$ cat src/rtl/lock_code_player.sv
// =============================================================================
// Module      : lock_code_player
// Description : Plays a CODE_LEN-bit code into a two-button lock as timed b0/b1
//               presses, then waits a bounded time for the lock to open.
//               Optional macro LOCK_CODE_PLAYER_ABORT_EN adds the abort_in port.
// Revision    : 1.0 - initial release
// =============================================================================
`default_nettype none

module lock_code_player #(
    parameter int CODE_LEN     = 6,
    parameter int PRESS_CYCLES = 1,
    parameter int GAP_CYCLES   = 1,
    parameter int TIMEOUT      = 8
) (
    input  logic                clk,
    input  logic                reset_in,
    input  logic                start_in,
    input  logic [CODE_LEN-1:0] code_in,
    input  logic                unlock_in,
`ifdef LOCK_CODE_PLAYER_ABORT_EN
    input  logic                abort_in,
`endif
    output logic                b0_out,
    output logic                b1_out,
    output logic                busy,
    output logic                done,
    output logic                pass,
    output logic [3:0]          hex_display
);

    // One shared timer covers the longest of the three timed phases.
    localparam int TMAX_PG = (PRESS_CYCLES > GAP_CYCLES) ? PRESS_CYCLES : GAP_CYCLES;
    localparam int TMAX    = (TMAX_PG > TIMEOUT) ? TMAX_PG : TIMEOUT;
    localparam int TW      = (TMAX > 1) ? $clog2(TMAX) : 1;

    localparam logic [TW-1:0] C_PRESS_LAST = TW'(PRESS_CYCLES - 1);
    localparam logic [TW-1:0] C_GAP_LAST   = TW'(GAP_CYCLES - 1);
    localparam logic [TW-1:0] C_WAIT_LAST  = TW'(TIMEOUT - 1);
    localparam logic [3:0]    C_LEN        = 4'(CODE_LEN);

    typedef enum logic [2:0] {
        S_IDLE  = 3'd0,
        S_PRESS = 3'd1,
        S_GAP   = 3'd2,
        S_WAIT  = 3'd3,
        S_FIN   = 3'd4
    } state_t;

    state_t              state_q, state_d;
    logic [TW-1:0]       timer_q, timer_d;
    logic [CODE_LEN-1:0] code_q,  code_d;
    logic [3:0]          hex_q,   hex_d;
    logic                pass_q,  pass_d;
    logic                b0_q,    b0_d;
    logic                b1_q,    b1_d;
    logic                w_abort;

`ifdef LOCK_CODE_PLAYER_ABORT_EN
    assign w_abort = abort_in;
`else
    assign w_abort = 1'b0;
`endif

    always_comb begin
        state_d = state_q;
        timer_d = timer_q;
        code_d  = code_q;
        hex_d   = hex_q;
        pass_d  = pass_q;
        case (state_q)
            S_IDLE: begin
                if (start_in) begin
                    state_d = S_PRESS;
                    code_d  = code_in;
                    hex_d   = 4'd0;
                    pass_d  = 1'b0;
                    timer_d = '0;
                end
            end
            S_PRESS: begin
                if (w_abort) begin
                    state_d = S_FIN;
                    pass_d  = 1'b0;
                    timer_d = '0;
                end else if (timer_q == C_PRESS_LAST) begin
                    // The MSB of code_q is always the bit being pressed.
                    state_d = S_GAP;
                    timer_d = '0;
                    hex_d   = hex_q + 4'd1;
                    code_d  = code_q << 1;
                end else begin
                    timer_d = timer_q + TW'(1);
                end
            end
            S_GAP: begin
                if (w_abort) begin
                    state_d = S_FIN;
                    pass_d  = 1'b0;
                    timer_d = '0;
                end else if (timer_q == C_GAP_LAST) begin
                    timer_d = '0;
                    state_d = (hex_q == C_LEN) ? S_WAIT : S_PRESS;
                end else begin
                    timer_d = timer_q + TW'(1);
                end
            end
            S_WAIT: begin
                // unlock_in is tested before the timeout so a tie counts as a pass.
                if (w_abort) begin
                    state_d = S_FIN;
                    pass_d  = 1'b0;
                    timer_d = '0;
                end else if (unlock_in) begin
                    state_d = S_FIN;
                    pass_d  = 1'b1;
                    timer_d = '0;
                end else if (timer_q == C_WAIT_LAST) begin
                    state_d = S_FIN;
                    pass_d  = 1'b0;
                    timer_d = '0;
                end else begin
                    timer_d = timer_q + TW'(1);
                end
            end
            S_FIN: begin
                state_d = S_IDLE;
            end
            default: begin
                state_d = S_IDLE;
            end
        endcase

        b1_d = (state_d == S_PRESS) &&  code_d[CODE_LEN-1];
        b0_d = (state_d == S_PRESS) && !code_d[CODE_LEN-1];
    end

    always_ff @(posedge clk) begin
        if (reset_in) begin
            state_q <= S_IDLE;
            timer_q <= '0;
            code_q  <= '0;
            hex_q   <= 4'd0;
            pass_q  <= 1'b0;
            b0_q    <= 1'b0;
            b1_q    <= 1'b0;
        end else begin
            state_q <= state_d;
            timer_q <= timer_d;
            code_q  <= code_d;
            hex_q   <= hex_d;
            pass_q  <= pass_d;
            b0_q    <= b0_d;
            b1_q    <= b1_d;
        end
    end

    assign b0_out      = b0_q;
    assign b1_out      = b1_q;
    assign busy        = (state_q != S_IDLE);
    assign done        = (state_q == S_FIN);
    assign pass        = pass_q;
    assign hex_display = hex_q;

endmodule

`default_nettype wire

$ cat config.mk
export PLATFORM = sky130hd
export DESIGN_NAME = lock_code_player
export DESIGN_NICKNAME = d
export VERILOG_FILES = /design/src/rtl/lock_code_player.sv
export SDC_FILE = /design/constraint.sdc
export NUM_CORES = 1
export LEC_CHECK = 0
export ABC_AREA = 0
export BUFFER_PORTS_ARGS = -buffer_cell sky130_fd_sc_hd__buf_2
export CELL_PAD_IN_SITES_DETAIL_PLACEMENT = 2
export CELL_PAD_IN_SITES_GLOBAL_PLACEMENT = 2
export CORE_UTILIZATION = 33
export DETAILED_ROUTE_END_ITERATION = 12
export GPL_TIMING_DRIVEN = 0
export PLACE_DENSITY = 0.78
export SYNTH_ARGS = -nofsm -noshare
export SYNTH_HDL_FRONTEND = slang
export SYNTH_SLANG_ARGS = --single-unit
export TNS_END_PERCENT = 1
$ cat constraint.sdc
create_clock -name clk -period 2.2 [get_ports clk]
set_input_delay 0.44 -clock clk [delete_from_list [all_inputs] [get_ports clk]]
set_output_delay 0.44 -clock clk [all_outputs]
set_load 0.02 [all_outputs]
; Word level (Yosys, flattened, before mapping)
; Cells that the tools add are included.
[totals]
reg_bits = 19
input_bits = 10
output_inout_bits = 9
word_cells = 55
[op_classes]
add_sub_neg = 2
n_eq_ne = 10
mux = 22
n_reduce_logical = 13
[ops]
columns = operator, n
row1 = $mux W3, 9
row2 = $mux W6, 2
row3 = $pmux W3 S4, 1
row4 = $pmux W6 S2, 1
row5 = $pmux W3 S3, 1
row6 = $mux W4, 2
row7 = $pmux W4 S2, 1
row8 = $eq A3 B1 Y1 const B, 2
row9 = $eq A3 B2 Y1 const B, 2
row10 = $eq A3 B3 Y1 const B, 2
row11 = $logic_not A3 Y1, 2
row12 = $reduce_and A3 Y1, 2
row13 = $reduce_bool A3 Y1, 2
row14 = $add A4 B1 Y4 const B, 1
row15 = $eq A4 B3 Y1 const B, 1
row16 = $ne A2 B2 Y1 const B, 2
row17 = $reduce_bool A2 Y1, 2
row18 = $add A3 B1 Y3 const B, 1
row19 = $mux W1, 3
row20 = $ne A3 B3 Y1 const B, 1
row21 = $logic_and A1 B1 Y1, 2
row22 = $mux W2, 1
row23 = $pmux W1 S2, 1
row24 = $reduce_and A2 Y1, 1
row25 = other kinds (2), 2

; Logic depth before layout (Yosys ltp)
[logic_depth]
ltp_word = 6
depth_mapped = 6
depth_no_buf = 6

; Least setup slack after synthesis
; Ideal clock, no wire load.
[synth_timing]
kind = register to output
from = reg state_q[1]
to = out done
arrival_ns = 1.115
required_time_ns = 1.760
slack_ns = 0.645
stages_incl_launch_ff = 4
n_path_buf = 2
cell_sequence = dfxtp_1 buf_6 buf_4 nor3b_1
[synth_between]
elab_chain_cells = 1
[synth_rtl]
columns = item, line_no
row1 = from (decl), 50  ; state_t state_q, state_d;
row2 = from (signal assigned), 148  ; state_q <= state_d;
row3 = $eq A3 B3 Y1, 161  ; assign done = (state_q == S_FIN);
row4 = to (decl), 27  ; output logic done,
; No other way between the ends.

; Worst setup path in the final report
[layout_timing]
from = reg state_q[1]
to = out busy
[layout_between]
elab_chain_cells = 1
[layout_rtl]
columns = item, line_no
row1 = $reduce_bool A3 Y1, 160  ; assign busy = (state_q != S_IDLE);
row2 = to (decl), 26  ; output logic busy,
; No other way between the ends.

==> reports/summary.json <==
{
  "logic_synthesis": {
    "synth.yosys.warnings": 0,
    "synth_register_bits": 19,
    "mappedNetlistNets": 119,
    "edff_count_synth": 0,
    "post_synth_inst_count": 104,
    "post_synth_main_area_contributors": "sky130_fd_sc_hd__dfxtp_1 (36%), sky130_fd_sc_hd__ha_1 (6.0%), sky130_fd_sc_hd__nor4b_4 (4.6%)",
    "synth.lib_cells_used.distinct": 40,
    "synth.largest_area_cell": "sky130_fd_sc_hd__dfxtp_1",
    "mappedNetlistArea_sq_um": 1040,
    "ys_async_sr_fraction_pct": 0,
    "seq_area_frac_synth_pct": 36.5,
    "synth-main-ff-cell": "sky130_fd_sc_hd__dfxtp_1",
    "avgSynthCellArea_sq_um": 10.0,
    "synth.top_cell.area_share_pct": 36.5
  },
  "timing": {
    "final_max_slew_viol_count": 0,
    "timing.slew.headroom_pct": 69.0,
    "clock.fmax_mhz": 534,
    "worst-slew-pin-transition_ns": 0.465,
    "post-route-worst-setup-slack_ns": 0.329,
    "rsz0062_at_grt": "false",
    "layout_min_cycle_time_ns": 1.87,
    "period_share_pct": 85.0,
    "fin_worst_skew_ns": 0.00304,
    "fin_tns_setup_ns": 0,
    "setup_viol": 0,
    "final_hold_viol_count": 0
  },
  "cts": {
    "clock-sinks": 19,
    "post_cts.resized_instances": 0,
    "h_tree_depth": 1,
    "cts_tree": "done",
    "cts-root-buf": "sky130_fd_sc_hd__clkbuf_4",
    "ctsLongestPathBuffers": 2,
    "clkLatencyLatePin_ns": 0.30,
    "hold_buffers": 0,
    "number_of_clock_buffers_inserted_by_tritoncts": 3,
    "clk_transition_reported_paths_ns": 0.12,
    "post_cts.repair.setup_buffers": 0
  },
  "placed_design": {
    "buffer_ports.inserted": 18,
    "gp_routability_congestion": 0.758,
    "dpl_worst_slack_ns": 0.466,
    "post-dp-hpwl_um": 2040
  },
  "worst_setup_path": {
    "critPathMaxFanout": 10,
    "worst-setup-path-type": "flip-flop to output port",
    "worst_ep_arrival_time_ns": 1.43,
    "end_kind": "output port",
    "setup.worst_path.start_class": "flip-flop",
    "critical_path_required_ns": 1.76
  },
  "drt": {
    "drcViolationCount": 0,
    "route.vias.total": 857,
    "number_of_detailed_routing_iterations_run_before_antenna_repair": 3,
    "viasPerCell": 5.04,
    "antenna_violating_nets_post_route": 0,
    "drt_iter0_markers": 15,
    "routedWlPerCell_um": 14.8,
    "drt_wl_total_um": 2520
  },
  "grt": {
    "globalRouteMet3Util_pct": 2.68,
    "busiest_layer": "met2",
    "use_met1_pct": 20.2,
    "pin_count_of_the_biggest_net_entering_global_routing": 12,
    "grt_util_met2_pct": 29.4,
    "grt_pass1_vias": 890,
    "grt_antenna_before_repair": 0,
    "grt_pass1_wl_um": 4200,
    "global_route.overflow_total": 0,
    "gr-usage-all-layers_pct": 16.6
  },
  "power_and_ir_drop": {
    "p_leak_uw": 0.000514,
    "power_density_over_cell_area_nw_per_um2": 608,
    "power.ir.vdd_worst_mv": 0.251
  },
  "die": {
    "core_area_sq_um": 3030,
    "die_w_um": 58.2,
    "row_count": 20,
    "effective_utilization_at_floorplan_pct": 34.5,
    "die_y_um": 58.2,
    "io_pins": 19,
    "dieArea_sq_um": 3390
  },
  "job": {
    "max_cap_viol_count": 0
  },
  "cells_and_area": {
    "synthToLayoutAreaGrowth_pct": 16.5,
    "antenna_cells": 0,
    "nNetsFinal": 142,
    "fraction_of_final_layout_cells_with_drive_strength_greater_than_1_pct": 32.5
  },
  "hold_path": {
    "timing.hold.worst.class": "primary input to flip-flop"
  },
  "outcome": {
    "outcome": "complete, no violations"
  }
}
[metrics by stage]
stage	total power [uW]	hold slack [ns]	std cells	area [sq um]	utilization, %
floorplan	515	0.436	104	1040	-
global placement	558	0.442	166	1190	39.3
detailed placement	566	0.459	166	1190	39.3
CTS	754	0.356	170	1220	40.2
global route	782	0.365	170	1220	40.2
finish	739	0.364	170	1220	40.2
[layer usage]
metal  wire length [um]  vias up  share of wire [%]
met5                  0        -                  0
met4                 28        0                1.1
met3                 55        4                2.2
met2               1340       11                 53
met1               1100      420                 43
li1                   -      422                  -
[path summary, 6_finish.rpt]
| path | startpoint | to | slack [ns] | depth (start not counted) |
|---|---|---|---|---|
| max | state_q[1]$_SDFF_PP0_ | busy | 0.33 | 4 |
| min | code_in[0] | code_q[0]$_SDFFE_PP0P_ | 0.36 | 3 |
| max reg2reg | timer_q[0]$_SDFFE_PP0P_ | b0_out$_SDFF_PP0_ | 0.45 | 6 |
| min reg2reg | code_q[2]$_SDFFE_PP0P_ | code_q[2]$_SDFFE_PP0P_ | 0.47 | 2 |
[layout make-up]
class	count	area, sq um
inverters	3	11.3
clock buffers	3	22.5
fillers	346	1810
flip-flops and latches	19	380
repair buffers	18	90.1
well taps	44	55.1
plain buffers	6	52.6
clock inverters	1	5.00
multi-input cells	76	599
[flip-flops by register name (all words and copies together) (netlist names)]
register     count
b0_out           1
b1_out           1
code_q           6
hex_display      4
pass             1
state_q          3
timer_q          3
[synth_stat cells (3+ instances only)]
library cell and n:
sky130_fd_sc_hd__nor3_2 3, sky130_fd_sc_hd__nand3_1 3, sky130_fd_sc_hd__nor3_1 4, sky130_fd_sc_hd__a21oi_1 7, sky130_fd_sc_hd__dfxtp_1 19, sky130_fd_sc_hd__nand2_1 10
sky130_fd_sc_hd__inv_1 3, sky130_fd_sc_hd__nor2_1 7, sky130_fd_sc_hd__a22oi_1 5, sky130_fd_sc_hd__buf_6 3, sky130_fd_sc_hd__and3b_1 3, sky130_fd_sc_hd__ha_1 5
[cell usage in the layout (no fill, tap or decap), types with 2 or more instances in the layout]
master,instances
sky130_fd_sc_hd__buf_6,3
sky130_fd_sc_hd__buf_4,2
sky130_fd_sc_hd__a22oi_1,5
sky130_fd_sc_hd__dfxtp_1,19
sky130_fd_sc_hd__and3b_1,3
sky130_fd_sc_hd__ha_1,5
sky130_fd_sc_hd__nand2_1,10
sky130_fd_sc_hd__nor4b_4,2
sky130_fd_sc_hd__nor3_1,4
sky130_fd_sc_hd__xor2_1,2
sky130_fd_sc_hd__inv_1,3
sky130_fd_sc_hd__o21ai_0,2
sky130_fd_sc_hd__clkbuf_4,3
sky130_fd_sc_hd__nand3_1,3
sky130_fd_sc_hd__nor3_2,3
sky130_fd_sc_hd__nor2_1,7
sky130_fd_sc_hd__a21oi_1,7
sky130_fd_sc_hd__buf_2,18
[critical path: stages (launching register included)]
cell and delay [ns]:
sky130_fd_sc_hd__dfxtp_1 0.33, sky130_fd_sc_hd__buf_6 0.13, sky130_fd_sc_hd__buf_4 0.17, sky130_fd_sc_hd__or3_1 0.34, sky130_fd_sc_hd__buf_2 0.16
[power breakdown]
group / internal [uW] / switching (uW)
combinational: 71.0 / 106
sequential: 364 / 13.6
clock: 67.8 / 117
[cells by family after synthesis]
| family | synth area share, % |
|---|---|
| AO/OA/AOI/OAI | 17.0 |
| buffers and inverters | 6.11 |
| multiplexers | 2.04 |
| XOR/XNOR | 2.52 |
| AND/OR/NAND/NOR | 29.9 |
| flip-flops | 36.5 |
| adder cells (fa/ha/maj) | 6.00 |
(Power assumes the default switching activity.)
